### config.mk
export PLATFORM = sky130hd
export DESIGN_NAME = upsample2x2_bin_stream_flat
export DESIGN_NICKNAME = d
export VERILOG_FILES = /design/src/rtl/upsample2x2_bin_stream_if.sv /design/src/rtl/upsample2x2_bin_stream.sv /design/src/flat_wrapper.sv
export SDC_FILE = /design/constraint.sdc
export NUM_CORES = 1
export LEC_CHECK = 0
export CORE_UTILIZATION = 40
export CTS_BUF_LIST = sky130_fd_sc_hd__clkbuf_4 sky130_fd_sc_hd__clkbuf_8 sky130_fd_sc_hd__clkbuf_16
export DETAILED_ROUTE_END_ITERATION = 16
export GPL_TIMING_DRIVEN = 0
export PLACE_DENSITY = 0.65
export SLEW_MARGIN = 15
export SYNTH_ARGS = -nofsm -noshare
export SYNTH_HDL_FRONTEND = slang
export SYNTH_SLANG_ARGS = --single-unit
### constraint.sdc
create_clock -name clk -period 2 [get_ports clk]
set_input_delay 0.2 -clock clk [delete_from_list [all_inputs] [get_ports clk]]
set_output_delay 0.2 -clock clk [all_outputs]
set_load 0.01 [all_outputs]
### src/rtl/upsample2x2_bin_stream_if.sv
// Single-bit pixel stream with a valid/ready handshake and an end-of-frame marker.
// The slave view omits the marker because the upsampler derives frame boundaries itself.
interface upsample2x2_bin_stream_if;
    logic valid;
    logic ready;
    logic pixel;
    logic last;

    modport master (output valid, output pixel, output last, input ready);
    modport slave  (input valid, input pixel, output ready);
endinterface

### src/rtl/upsample2x2_bin_stream.sv
// Binary 2x2 nearest-neighbour upsampler: buffers one input row, then replays it
// twice with every pixel doubled, so each input pixel becomes a 2x2 output block.
module upsample2x2_bin_stream #(
    parameter int IN_WIDTH  = 13,
    parameter int IN_HEIGHT = 13
) (
    input  logic                            clk,
    input  logic                            reset,
    upsample2x2_bin_stream_if.slave         in_stream_i,
    upsample2x2_bin_stream_if.master        out_stream_o
);
    // state | meaning
    // FILL  | accepting one input row into the line buffer
    // EMIT  | replaying the buffered row twice, each pixel sent twice

    localparam int COL_W  = (IN_WIDTH  > 1) ? $clog2(IN_WIDTH)  : 1;
    localparam int ROW_W  = (IN_HEIGHT > 1) ? $clog2(IN_HEIGHT) : 1;
    localparam int OCOL_W = $clog2(2 * IN_WIDTH);

    localparam logic [COL_W-1:0]  COL_MAX  = COL_W'(IN_WIDTH - 1);
    localparam logic [ROW_W-1:0]  ROW_MAX  = ROW_W'(IN_HEIGHT - 1);
    localparam logic [OCOL_W-1:0] OCOL_MAX = OCOL_W'(2 * IN_WIDTH - 1);

    typedef enum logic {
        FILL = 1'b0,
        EMIT = 1'b1
    } state_t;

    state_t              state_q,   state_d;
    logic [COL_W-1:0]    in_col_q,  in_col_d;
    logic [ROW_W-1:0]    in_row_q,  in_row_d;
    logic [OCOL_W-1:0]   out_col_q, out_col_d;
    logic                rep_q,     rep_d;
    logic [IN_WIDTH-1:0] linebuf_q;
    logic                lb_we;

    always_ff @(posedge clk) begin
        if (reset) begin
            state_q   <= FILL;
            in_col_q  <= '0;
            in_row_q  <= '0;
            out_col_q <= '0;
            rep_q     <= 1'b0;
        end else begin
            state_q   <= state_d;
            in_col_q  <= in_col_d;
            in_row_q  <= in_row_d;
            out_col_q <= out_col_d;
            rep_q     <= rep_d;
        end
    end

    // Line buffer needs no reset: every row is fully rewritten before it is read.
    always_ff @(posedge clk) begin
        if (lb_we) begin
            linebuf_q[in_col_q] <= in_stream_i.pixel;
        end
    end

    always_comb begin
        state_d   = state_q;
        in_col_d  = in_col_q;
        in_row_d  = in_row_q;
        out_col_d = out_col_q;
        rep_d     = rep_q;
        lb_we     = 1'b0;

        case (state_q)
            FILL: begin
                if (in_stream_i.valid) begin
                    lb_we = 1'b1;
                    if (in_col_q == COL_MAX) begin
                        in_col_d  = '0;
                        out_col_d = '0;
                        rep_d     = 1'b0;
                        state_d   = EMIT;
                    end else begin
                        in_col_d = in_col_q + COL_W'(1);
                    end
                end
            end
            EMIT: begin
                if (out_stream_o.ready) begin
                    if (out_col_q == OCOL_MAX) begin
                        out_col_d = '0;
                        if (!rep_q) begin
                            rep_d = 1'b1;
                        end else begin
                            rep_d    = 1'b0;
                            in_row_d = (in_row_q == ROW_MAX) ? '0 : in_row_q + ROW_W'(1);
                            state_d  = FILL;
                        end
                    end else begin
                        out_col_d = out_col_q + OCOL_W'(1);
                    end
                end
            end
            default: state_d = FILL;
        endcase
    end

    // All outputs decode registered state only; no input-to-output combinational path.
    assign in_stream_i.ready  = (state_q == FILL);
    assign out_stream_o.valid = (state_q == EMIT);
    assign out_stream_o.pixel = (state_q == EMIT) & linebuf_q[out_col_q[OCOL_W-1:1]];
    assign out_stream_o.last  = (state_q == EMIT) && rep_q && (out_col_q == OCOL_MAX)
                                && (in_row_q == ROW_MAX);
endmodule

### src/flat_wrapper.sv
// flat-port wrapper written by rule: the top's interface ports become plain ports
module upsample2x2_bin_stream_flat 
#(
    parameter int IN_WIDTH  = 13,
    parameter int IN_HEIGHT = 13
)
  (clk, reset, in_stream_i_valid, in_stream_i_pixel, in_stream_i_ready, out_stream_o_valid, out_stream_o_pixel, out_stream_o_last, out_stream_o_ready);
  upsample2x2_bin_stream_if in_stream_i_i ();
  upsample2x2_bin_stream_if out_stream_o_i ();
  input  logic clk;
  input  logic reset;
  input wire logic [$bits(in_stream_i_i.valid)-1:0] in_stream_i_valid;
  input wire logic [$bits(in_stream_i_i.pixel)-1:0] in_stream_i_pixel;
  output wire logic [$bits(in_stream_i_i.ready)-1:0] in_stream_i_ready;
  output wire logic [$bits(out_stream_o_i.valid)-1:0] out_stream_o_valid;
  output wire logic [$bits(out_stream_o_i.pixel)-1:0] out_stream_o_pixel;
  output wire logic [$bits(out_stream_o_i.last)-1:0] out_stream_o_last;
  input wire logic [$bits(out_stream_o_i.ready)-1:0] out_stream_o_ready;
  assign in_stream_i_i.valid = in_stream_i_valid;
  assign in_stream_i_i.pixel = in_stream_i_pixel;
  assign in_stream_i_ready = in_stream_i_i.ready;
  assign out_stream_o_valid = out_stream_o_i.valid;
  assign out_stream_o_pixel = out_stream_o_i.pixel;
  assign out_stream_o_last = out_stream_o_i.last;
  assign out_stream_o_i.ready = out_stream_o_ready;
  upsample2x2_bin_stream #(.IN_WIDTH(IN_WIDTH), .IN_HEIGHT(IN_HEIGHT)) u_core (.clk(clk), .reset(reset), .in_stream_i(in_stream_i_i), .out_stream_o(out_stream_o_i));
endmodule
# [Word level (Yosys, flattened, before mapping)]
# Index checks and enable logic that the tools add are counted.
[classes] n_eq_ne=7 mux=25 n_bitwise=2 reduce_logical=8 n_addsub=3 n_lt_le_gt_ge=3
[op_table] op="5-bit two-way mux" n=4
[op_table] op="13-bit bitwise mux" n=1
[op_table] op="1-bit two-way mux" n=13
[op_table] op="4-bit by 5-bit < comparator with 1-bit output, second input constant" n=2
[op_table] op="5-bit case mux with 2 select lines" n=1
[op_table] op="4-bit by 1-bit adder with 4-bit output, second input constant" n=2
[op_table] op="4-bit == test, second input constant" n=2
[op_table] op="4-bit two-way mux" n=2
[op_table] op="4-bit AND reduction" n=2
[op_table] op="2-bit inequality test, second input constant" n=3
[op_table] op="5-bit by 1-bit adder with 5-bit output, second input constant" n=1
[op_table] op="5-bit == test, second input constant" n=1
[op_table] op="1-bit binary-select mux with 4-bit select" n=1
[op_table] op="1-bit demux with 4-bit select" n=1
[op_table] op="4-bit by 1-bit greater-or-equal comparator with 1-bit output, second input constant" n=1
[op_table] op="1-bit logical AND" n=4
[op_table] op="1-bit case mux with 2 select lines" n=2
[op_table] op="3-bit AND reduction" n=1
[op_table] op="2-bit by 1-bit inequality test with 1-bit output, second input constant" n=1
[op_table] op="2-bit AND reduction" n=1
[op_table] op="1-bit bitwise AND" n=1
[op_table] op="1-bit inverter" n=1
[totals] elab_cells=54 inputBits=5 out_inout_bits=4 regBits=28

# [Logic depth before layout (Yosys ltp)]
[logic_depth] depth_word=5 depth_mapped=8 depth_no_buf=6

# [Worst setup path after synthesis]
# No wires, ideal clock.
[synth_timing] kind="register to register" from="reg u_core.out_col_q[1]" to="reg u_core.out_col_q[1]" path_stages_with_launch=8 setup_slack_ns=0.336 arrival_time_ns=1.593 period_less_slack_ns=1.664 required_ns=1.929 n_path_buf=2 setup_ns=0.071 path_cell_list="dfxtp_1 > buf_2 > inv_1 > ha_1 > and4b_1 > buf_6 > or4_1 > a21oi_1"
[synth_via] elab_chain_len=4 elab_cells_between_ends=5 cone_classes="1 x add/sub; 1 x eq/ne; 3 x mux"
[synth_rtl] element="from (decl)" line_no="upsample2x2_bin_stream.sv:32" rtl="logic [OCOL_W-1:0] out_col_q, out_col_d;"
[synth_rtl] element="from (signal assigned)" line_no="upsample2x2_bin_stream.sv:48" rtl="out_col_q <= out_col_d;"
[synth_rtl] element="5-bit by 1-bit adder with 5-bit output or 5-bit == test (tied branches)" line_no="upsample2x2_bin_stream.sv:94, upsample2x2_bin_stream.sv:84"
[synth_rtl] element="5-bit two-way mux (*)" line_no="upsample2x2_bin_stream.sv:84" rtl="if (out_col_q == OCOL_MAX) begin"
[synth_rtl] element="5-bit two-way mux (*)" line_no="upsample2x2_bin_stream.sv:83" rtl="if (out_stream_o.ready) begin"
[synth_rtl] element="5-bit case mux with 2 select lines (*)" line_no="upsample2x2_bin_stream.sv:68" rtl="case (state_q)"
# Mark *: on every way between the ends. The rest lies on a longest branch, timed or not. The select of a mux whose other input is x is not followed.
# A chain may end at the register's enable or synchronous reset.

# [Final worst setup path]
[layout_timing] from="reg u_core.out_col_q[1]" to="out out_stream_o_pixel"
[layout_via] elab_chain_len=3
[layout_rtl] element="1-bit binary-select mux with 4-bit select" line_no="upsample2x2_bin_stream.sv:105" rtl="assign out_stream_o.pixel = (state_q == EMIT) & linebuf_q[out_col_q[OCOL_W-1:1]];"
[layout_rtl] element="1-bit two-way mux (implied by the code)" line_no="upsample2x2_bin_stream.sv:105"
[layout_rtl] element="1-bit bitwise AND" line_no="upsample2x2_bin_stream.sv:105"
[layout_rtl] element="to (decl)" line_no="flat_wrapper.sv:16" rtl="output wire logic [$bits(out_stream_o_i.pixel)-1:0] out_stream_o_pixel;"
# No other way between the ends. The select of a mux whose other input is x is not followed.

==> results.toml <==
[cts]
clock_path_buffers = 2
path_clk_slew_ns = 0.16
clk_latency_ns = 0.33
cts_tree = "yes"
h-tree-depth = 1
holdBufCountCts = 0
root_buffer = "clkbuf_4"
cts_sinks = 28
cts_made_buffers = 3

[sta]
finalSetupTns_ns = 0
report.final.hold_viol_count = 0
finalCritPeriodShare = 0.993
setup_viol = 0
slew-limit-headroom = 0.683
tightest_slew_ns = 0.475
fin_crit_ns = 1.99
fmax_ghz = 0.504
rsz0062_at_grt = "true"
maxSlewViolCount = 0
finClkSkew_ns = 0.0161
fin_hold_ws_ns = 0.536

[global_routing]
grt_pass1_vias = 1120
grt_overflow = 0
grt_max_degree = 16
grtUsageTotal = 0.167
grt_pass1_wl_um = 5220
antenna_found_initial = 0

[routing]
wirelength_um = 2910
wire_per_inst_um = 14.0
drtPass1Iterations = 4
ant_nets = 0
drt_iter0_drc = 66
via_per_inst = 5.52
num_vias = 1142
drcViolationCount = 0

[layout]
nets = 175
drive_gt1_frac = 0.130
syn2layout_area_growth_pct = 14.2
antennaDiodeCount = 0

[logic_synthesis]
synth-edff-count = 13
ys_ff_latch = 28
yosys-top-cells-area = "edfxtp_1 27%, dfxtp_1 21%, ha_1 6.9%, a21oi_1 6.2%, and2_1 5.2%"
synth_nets = 158
synthArstFlopShare = 0
postSynthAreaPerCell_um2 = 9.98
postSynthCellCount = 145
synth_top_area_frac = 0.270
synthFlopType = "dfxtp_1"
synth_most_common_cell = "a21oi_1"
synth_common_cells = "18 x a21oi_1, 15 x dfxtp_1, 13 x edfxtp_1"
synth_top_area_cell = "edfxtp_1"
yosys_warnings = 0
yosysUniqueCellTypes = 37
synthesis.area_um2 = 1450
synth-seq-area-share = 0.477

[job]
maxCapViolations = 0

[place]
finalWeightedCongestion = 0.777
io_buffers = 8
dp_hpwl_um = 2120

[floorplan]
die-height_um = 62.2
die_x_um = 62.2
std_cell_rows = 21
initial_core_util = 0.427
ios = 9
dieArea_um2 = 3860
core_um2 = 3390

[power_and_ir_drop]
total_power_uw = 935
p_per_area_nw_per_um2 = 566
p_leak_nw = 0.584
ir_worst_vdd_mv = 0.209

[setup_path]
setup.worst_path.end_class = "output pin"
crit_path_max_fanout = 6
critPathRequiredTime_ns = 1.80
worstPathArrival_ns = 1.79
start_kind = "register"
crit_type = "reg -> out"

[min_path]
min_path_type = "reg -> reg"

[outcome]
outcome = "finished, final reports clean"
## worst max-delay path: stages, from the launching register on
cell	delay, ns
dfxtp_2	0.38
buf_6	0.13
mux4_2	0.52
nand2_2	0.07
o311ai_1	0.07
and3_1	0.16
buf_2	0.13
## stage by stage
step	utilization	instances	cell area, µm²	setup slack (ns)
after CTS	0.485	206	1640	0.00741
final	0.488	207	1650	0.0140
after detailed placement	0.468	199	1590	-0.0674
after floorplan	-	145	1450	0.336
after global placement	0.468	199	1590	-0.0529
after global routing	0.488	207	1650	-0.0688
## repair_timing
| item | 4_1_cts | 5_1_grt |
|---|---|---|
| endpoints found under the setup margin | 2 | 2 |
| gates resized for setup | 12 | 1 |
| endpoints found under the hold margin | 0 | 0 |
| buffers inserted | 3 | 1 |
| pin swaps | 2 | 0 |
## cells in the final DEF, fill, tap and decap left out, drive strengths merged
cell | netlist | routed
a21oi | 18 | 18
a311oi | 2 | 2
a31oi | 2 | 2
a41oi | 2 | 2
and2 | 13 | 13
and3 | 5 | 5
and4 | 1 | 1
and4b | 1 | 1
buf | 4 | 10
clkbuf | 1 | 5
clkdlybuf4s50 | 0 | 6
dfxtp | 15 | 15
edfxtp | 13 | 13
ha | 8 | 8
inv | 7 | 7
mux2 | 1 | 1
mux2i | 3 | 3
mux4 | 1 | 1
nand2 | 11 | 11
nand3 | 6 | 6
nand3b | 3 | 3
nand4b | 1 | 1
nor2 | 5 | 5
nor2b | 1 | 1
nor3 | 6 | 6
nor3b | 1 | 1
o21a | 1 | 1
o21ai | 6 | 6
o221ai | 1 | 1
o311ai | 1 | 1
or2b | 1 | 1
or3 | 2 | 2
or4 | 2 | 2
## cells by family after synthesis
logic type / count (synthesis) / share of synthesized area
adder cells (fa/ha/maj): 8 / 0.0691
AO/OA/AOI/OAI: 33 / 0.133
multiplexers: 5 / 0.0441
buffers and inverters: 12 / 0.0423
AND/OR/NAND/NOR: 59 / 0.234
flip-flops: 28 / 0.477
## area by class of cell
class	count	area (µm²)
Buffer	5	42.5
Clock buffer	4	36.3
Fill cell	326	1740
Inverter	7	26.3
Multi-Input combinational cell	105	698
Sequential cell	28	692
Tap cell	46	57.6
Timing Repair Buffer	12	100
## layer usage
metal / share of wire / GRT usage
met1: 0.46 / 0.222
met2: 0.50 / 0.276
met3: 0.034 / 0.0313
met4: 0.0076 / 0.0494
met5: 0 / 0
## report_power, final
part	switching (mW)	total, mW	internal [mW]
Clock	0.165	0.276	0.111
Combinational	0.0300	0.0503	0.0203
Sequential	0.00435	0.609	0.605
Total	0.199	0.935	0.736
## sequential cells by signal, summed over array words and instances (netlist names)
signal / cells
u_core.in_row_q: 4
u_core.in_col_q: 4
u_core.rep_q: 1
u_core.out_stream_o.valid: 1
u_core.out_col_q: 5
u_core.linebuf_q: 13
## final timing paths
kind	from	end	slack, ns	depth (start not counted)
max	u_core.out_col_q[1]	out_stream_o_pixel	0.01	6
min	u_core.in_col_q[0]	u_core.in_col_q[0]	0.54	2
max reg2reg	u_core.out_col_q[1]	u_core.out_col_q[1]	0.28	7
min reg2reg	u_core.in_col_q[0]	u_core.in_col_q[0]	0.54	2
(Power assumes the default switching activity.)
==> variant 1, RTL diff (same flow settings) <==
`IN_WIDTH` is set to 13 in 2 places; all go to 9.
--- a/src/rtl/upsample2x2_bin_stream.sv
+++ b/src/rtl/upsample2x2_bin_stream.sv
@@ -2,5 +2,5 @@
 // twice with every pixel doubled, so each input pixel becomes a 2x2 output block.
 module upsample2x2_bin_stream #(
-    parameter int IN_WIDTH  = 13,
+    parameter int IN_WIDTH  = 9,
     parameter int IN_HEIGHT = 13
 ) (
--- a/src/flat_wrapper.sv
+++ b/src/flat_wrapper.sv
@@ -2,5 +2,5 @@
 module upsample2x2_bin_stream_flat 
 #(
-    parameter int IN_WIDTH  = 13,
+    parameter int IN_WIDTH  = 9,
     parameter int IN_HEIGHT = 13
 )
Check against the original RTL: not equivalent (Yosys sat finds a counterexample within 10 cycles, from zero or initial values and one cycle with reset high).
==> variant 1 against the unedited design <==
Routed wire length shrank 19%; sequential power fell by 15%; non-clock buffer count is 1 higher; setup slack better by 0.13 ns; clock power up 7%; die area down 9.5%; area after synthesis fell by 9.9%; global-route usage fell by 1.5 points; count of clock-buffer cells in the layout is the same; design area decreased by 6.9%; power is 7.1% lower; via count decreased by 15%; sequential cell count fell by 4; critical path type unchanged; critical endpoint is now out_stream_o_last; highest routed layer unchanged.
==> variant 1: results (changes against the unedited design) <==
run status=completed; most numerous cell types in the synthesized netlist=15 x sky130_fd_sc_hd__dfxtp_1, 12 x sky130_fd_sc_hd__nor2_1, 9 x sky130_fd_sc_hd__and2_1, 9 x sky130_fd_sc_hd__edfxtp_1; Least-Margin Pin Slew=0.442 ns (-0.0330 ns); PortBufs=7 (-1); H-Tree Depth=1 (unchanged); compound-gate portion of the synthesized area=0.116 (-0.0171); startpoint of the tightest hold check path=reset; clock latency reported for the late side of the worst-skew pair=0.31 ns (-0.02 ns); area of placed instances=0.00143 mm^2 (-9.8%); portion of the post-synthesis area used by sequential elements=0.437 (-0.0399); path class of the lowest-slack min-delay path=input port to register; reg-to-reg critical path endpoint=u_core.out_col_q[4]$_SDFFE_PP0P_; count of synthesis-stage warnings from yosys=0 (unchanged); DR vias/cell=5.14 (-6.9%); synthesized netlist net count=144 (-8.9%); via count of the first global-routing pass=893 (-20%); Post-synth EDFFs=9 (-4); Top Registers=u_core.linebuf_q (9), u_core.out_col_q (5); worst slack on hold paths=0.536 ns (+0.00000900 ns); number of DRC markers in iteration 0=44 (-33%); slowest stage delay, CP=0.39 ns (-0.13 ns); Crit path arrival time=1.66 ns (-0.13 ns); number of stages on the worst hold path=2 (unchanged); cts bufs inserted=3 (unchanged); Final HPWL DP=1680 um (-21%); skew final=0.0130 ns (-0.00309 ns); antenna violations before repair=0 (unchanged); worst reg2reg setup slack=0.14 ns (-0.14 ns); Hold Crit Endpoint=u_core.out_col_q[3]$_SDFFE_PP0P_; launch instance of the worst register-to-register path=u_core.out_col_q[1]$_SDFFE_PP0P_; peak ir drop on the vdd network=387 uV (+85%); cell leakage power=0.557 nW (-4.6%); pre-CTS setup slack=-0.128 ns (-0.0604 ns); standard cell with the maximum stage delay on the critical path=sky130_fd_sc_hd__dfxtp_4; first-pass GRT wire length=4000 um (-23%); share of synthesized registers carrying an async set or reset=0 (unchanged); RD Place Congestion=0.778 (about the same); aggregate global-route resource usage=0.153 (-0.0145); clock-pin slew on the worst setup and hold paths=0.14 ns (-0.02 ns); proportion of synthesized area in mux cells=0.0633 (+0.0192); share of the synthesized netlist area taken by xor and xnor gates=0.0134 (+0.0134); ranking of synthesized cells by area=sky130_fd_sc_hd__dfxtp_1 23%, sky130_fd_sc_hd__edfxtp_1 21%, sky130_fd_sc_hd__ha_1 7.7%; net count reported at finish=160 (-8.6%); pin count of the biggest net entering global routing=15 (-1); fraction of final layout cells sized beyond drive strength 1=0.233 (+0.102); routed wire length=2340 um (-19%); Synth Area in Adders=0.0767 (+0.00756); number of distinct library cells after synthesis=43 (+16%)
-- variant 1: report_power, final --
part / internal [mW] / switching (mW) / total (mW)
sequential: 0.514 / 0.00665 / 0.520
clock: 0.153 / 0.142 / 0.295
combinational: 0.0240 / 0.0298 / 0.0539
total: 0.690 / 0.179 / 0.869
-- variant 1: through the flow --
step                      TNS, ns  instances
final                           0        190
after global routing      -0.0182        190
after CTS                 -0.0181        186
after detailed placement   -0.128        182
after global placement    -0.0519        182
after floorplan                 0        131
-- variant 1: area by class of cell --
| cell class | instances | area [um^2] |
|---|---|---|
| clock buffers | 4 | 47.5 |
| inverters | 6 | 26.3 |
| fillers | 296 | 1540 |
| multi-input cells | 94 | 674 |
| well taps | 44 | 55.1 |
| repair buffers | 11 | 95.1 |
| flip-flops and latches | 24 | 579 |
| plain buffers | 7 | 61.3 |
-- variant 1: worst max-delay path by stage --
| stage | start | end | slack, ns | depth (start not counted) |
|---|---|---|---|---|
| final | u_core.out_col_q[1]$_SDFFE_PP0P_ | out_stream_o_last | 0.14 | 7 |
| after global routing | u_core.out_col_q[1]$_SDFFE_PP0P_ | out_stream_o_last | -0.02 | 7 |
| after CTS | u_core.out_col_q[1]$_SDFFE_PP0P_ | out_stream_o_last | -0.02 | 7 |
| after detailed placement | u_core.out_col_q[1]$_SDFFE_PP0P_ | out_stream_o_last | -0.13 | 7 |
| after global placement | u_core.out_col_q[1]$_SDFFE_PP0P_ | out_stream_o_last | -0.05 | 7 |
| after floorplan | u_core.out_col_q[1]$_SDFFE_PP0P_ | u_core.in_row_q[2]$_SDFFE_PP0P_ | 0.35 | 8 |
-- variant 1: cell families after synthesis --
group / Yosys count
AOI/OAI and AO/OA: 22
xor gates and xnor gates: 2
adders and majority gates: 8
buffers and inverters: 13
DFF: 24
muxes: 8
and+or+nand+nor: 54
-- variant 1: layer usage --
metal  GRT usage  routed length [um]  vias up
met1       0.218                1190      460
li1            -                   -      503
met5           0                   0        -
met4      0.0680                  17        0
met3      0.0197                  56        2
met2       0.231                1080       11
-- variant 1: timing repair --
item                       4_1_cts  5_1_grt
buffers inserted                 0        4
pin swaps                        1        1
setup endpoints to repair        2        2
cloned                           0        0
hold buffers                     0        0
gates resized for setup          9       11
-- variant 1: critical path: cells and delay by family (launching register included) --
family,cells,cell delay [ns]
buf+inv,3,0.43
flops,1,0.39
simple gates,3,0.39
fa+ha+maj,1,0.14
==> variant 2, RTL diff (same settings) <==
Without the edit above. Make the reset (`reset`) asynchronous in one clocked block.
--- a/src/rtl/upsample2x2_bin_stream.sv
+++ b/src/rtl/upsample2x2_bin_stream.sv
@@ -35,5 +35,5 @@
     logic                lb_we;
 
-    always_ff @(posedge clk) begin
+    always_ff @(posedge clk or posedge reset) begin
         if (reset) begin
             state_q   <= FILL;
Formal check against the unedited RTL: no difference found for any inputs over 10 cycles, from zero or initial values and one cycle with reset high; that may be too few to reach the edited logic, so the function may still have changed.
==> variant 2 against the unedited design <==
The run now ends with setup timing left; clock skew grew 0.0073 ns; area after synthesis up 1.2%; setup slack got worse by 0.030 ns; design area grew 1.8%; sequential cell count unchanged; first-iteration DRC count is 7.6% lower; routed wire length down 7.3%; highest routed layer unchanged.
Power is not compared: it rests on default switching activity, and its combinational part moved more than twofold at a synthesized area within 25%.
==> variant 2: results (changes against the unedited design) <==
launch instance of the worst register-to-register path=u_core.out_col_q[1]$_DFFE_PP0P_; net count reported at finish=163 (-6.9%); largest fanout on the critical path=2 (-4); path class of the lowest-slack min-delay path=input port to async pin; fraction of final layout cells sized beyond drive strength 1=0.181 (+0.0508); number of distinct library cells after synthesis=38 (+2.7%); peak ir drop on the vdd network=about 440 uV; reg-to-reg critical path endpoint=u_core.out_col_q[4]$_DFFE_PP0P_; pin count of the biggest net entering global routing=17 (+1); cell chosen for the clock root=sky130_fd_sc_hd__clkbuf_4; Crit path arrival time=1.82 ns (+0.03 ns); number of DRC markers in iteration 0=61 (-7.6%); min setup slack post-route=-0.0155 ns (-0.0296 ns); share of synthesized registers carrying an async set or reset=0.536 (+0.536); ant diodes=0 (unchanged); final setup violating endpoints=1 (+1); portion of the post-synthesis area used by sequential elements=0.523 (+0.0455); run status=complete, but fails checks; aggregate global-route resource usage=0.155 (-0.0126); relative max-transition margin=0.612 (-0.0714); skew final=0.0235 ns (+0.00732 ns); path depth of the worst reg2reg path=8 (+1); ranking of synthesized cells by area=sky130_fd_sc_hd__edfxtp_1 27%, sky130_fd_sc_hd__dfrtp_1 26%, sky130_fd_sc_hd__ha_1 6.8%; synthesized netlist net count=146 (-7.6%); number of fill cells=325 (-0.31%); signed area change from the synthesized netlist to the final layout=14.9%; overall overflow remaining after global route=0 (unchanged); violated checks=setup timing; area of placed instances=0.00160 mm^2 (+1.1%); via count of the first global-routing pass=1069 (-4.6%); slowest stage delay, CP=0.48 ns (-0.04 ns); DR vias/cell=5.46 (-1.0%); Final HPWL DP=1950 um (-8.0%); top_reg_cell synth=sky130_fd_sc_hd__dfrtp_1; worst reg2reg setup slack=0.24 ns (-0.04 ns); most numerous cell types in the synthesized netlist=15 x sky130_fd_sc_hd__dfrtp_1, 13 x sky130_fd_sc_hd__edfxtp_1, 12 x sky130_fd_sc_hd__nand2_1, 12 x sky130_fd_sc_hd__nor2_1, 12 x sky130_fd_sc_hd__o21ai_0; first-pass GRT wire length=4830 um (-7.4%); routed wire length=2690 um (-7.3%); RD Place Congestion=0.807 (+3.9%)
variant 2: cell count changes in the layout (fill, tap and decap cells not counted), sizes merged, moves of 4 or more:
cell and change:
a21oi -16, dfrtp +15, dfxtp -15, and2 -11, nor2 +7, o21ai +6, and3 -4, nand2b +4
variant 2: logic make-up (layout without fill, tap and decap cells):
family | Yosys count | count (layout) | share of synthesized area
AO/OA/AOI/OAI | 26 | 26 | 0.112
XOR/XNOR | 1 | 1 | 0.00598
adder cells (fa/ha/maj) | 8 | 8 | 0.0683
buffers and inverters | 12 | 28 | 0.0393
flip-flops | 28 | 28 | 0.523
multiplexers | 5 | 5 | 0.0572
AND/OR/NAND/NOR | 53 | 53 | 0.195
variant 2: worst max-delay path by stage:
stage | from | endpoint | slack [ns] | depth (start not counted)
floorplan | u_core.out_col_q[1]$_DFFE_PP0P_ | out_stream_o_pixel | 0.42 | 4
global placement | u_core.out_col_q[1]$_DFFE_PP0P_ | out_stream_o_pixel | -0.14 | 5
detailed placement | u_core.out_col_q[1]$_DFFE_PP0P_ | out_stream_o_pixel | -0.14 | 5
CTS | u_core.out_col_q[1]$_DFFE_PP0P_ | out_stream_o_pixel | -0.03 | 6
global route | u_core.out_col_q[1]$_DFFE_PP0P_ | out_stream_o_pixel | -0.1 | 6
finish | u_core.out_col_q[1]$_DFFE_PP0P_ | out_stream_o_pixel | -0.02 | 6
variant 2: report_power, final:
part	internal [mW]	switching (mW)
clock network	0.153	0.167
registers	0.714	0.106
logic	0.385	0.413
total	1.25	0.686
variant 2: area by class of cell:
type                    count  area share
multi-input cells          93       0.386
inverters                   7      0.0156
well taps                  46      0.0342
repair buffers             12      0.0617
flip-flops and latches     28       0.456
clock buffers               4      0.0283
plain buffers               5      0.0186
variant 2: per-stage QoR:
stage	setup TNS, ns	hold slack, ns	std cells	worst slack (ns)
floorplan	0	0.101	133	0.419
global placement	-0.141	0.483	187	-0.141
detailed placement	-0.140	0.512	187	-0.140
CTS	-0.0350	0.208	195	-0.0350
global route	-0.0971	0.214	195	-0.0971
finish	-0.0155	0.192	195	-0.0155
variant 2: worst max-delay path, delay by kind of cell (launching register included):
kind            cells  cell delay (ns)
flops               1             0.40
mux                 1             0.48
buf+inv             2             0.26
compound gates      2             0.20
simple gates        1             0.14
variant 2: metal layers:
layer  vias to the layer above  part of all wire  routed length [um]  GRT usage
met5                         -                 0                   0          0
met4                         0            0.0071                  19     0.0669
met3                         2             0.022                  59     0.0182
met2                        14              0.51                1370      0.264
met1                       534              0.46                1240      0.197
li1                        515                 -                   -          -
variant 2: timing repair:
action,CTS,global route
setup endpoints to repair,2,2
pin swaps,2,0
buffers inserted,4,0
resized for setup,14,3
cloned,0,0
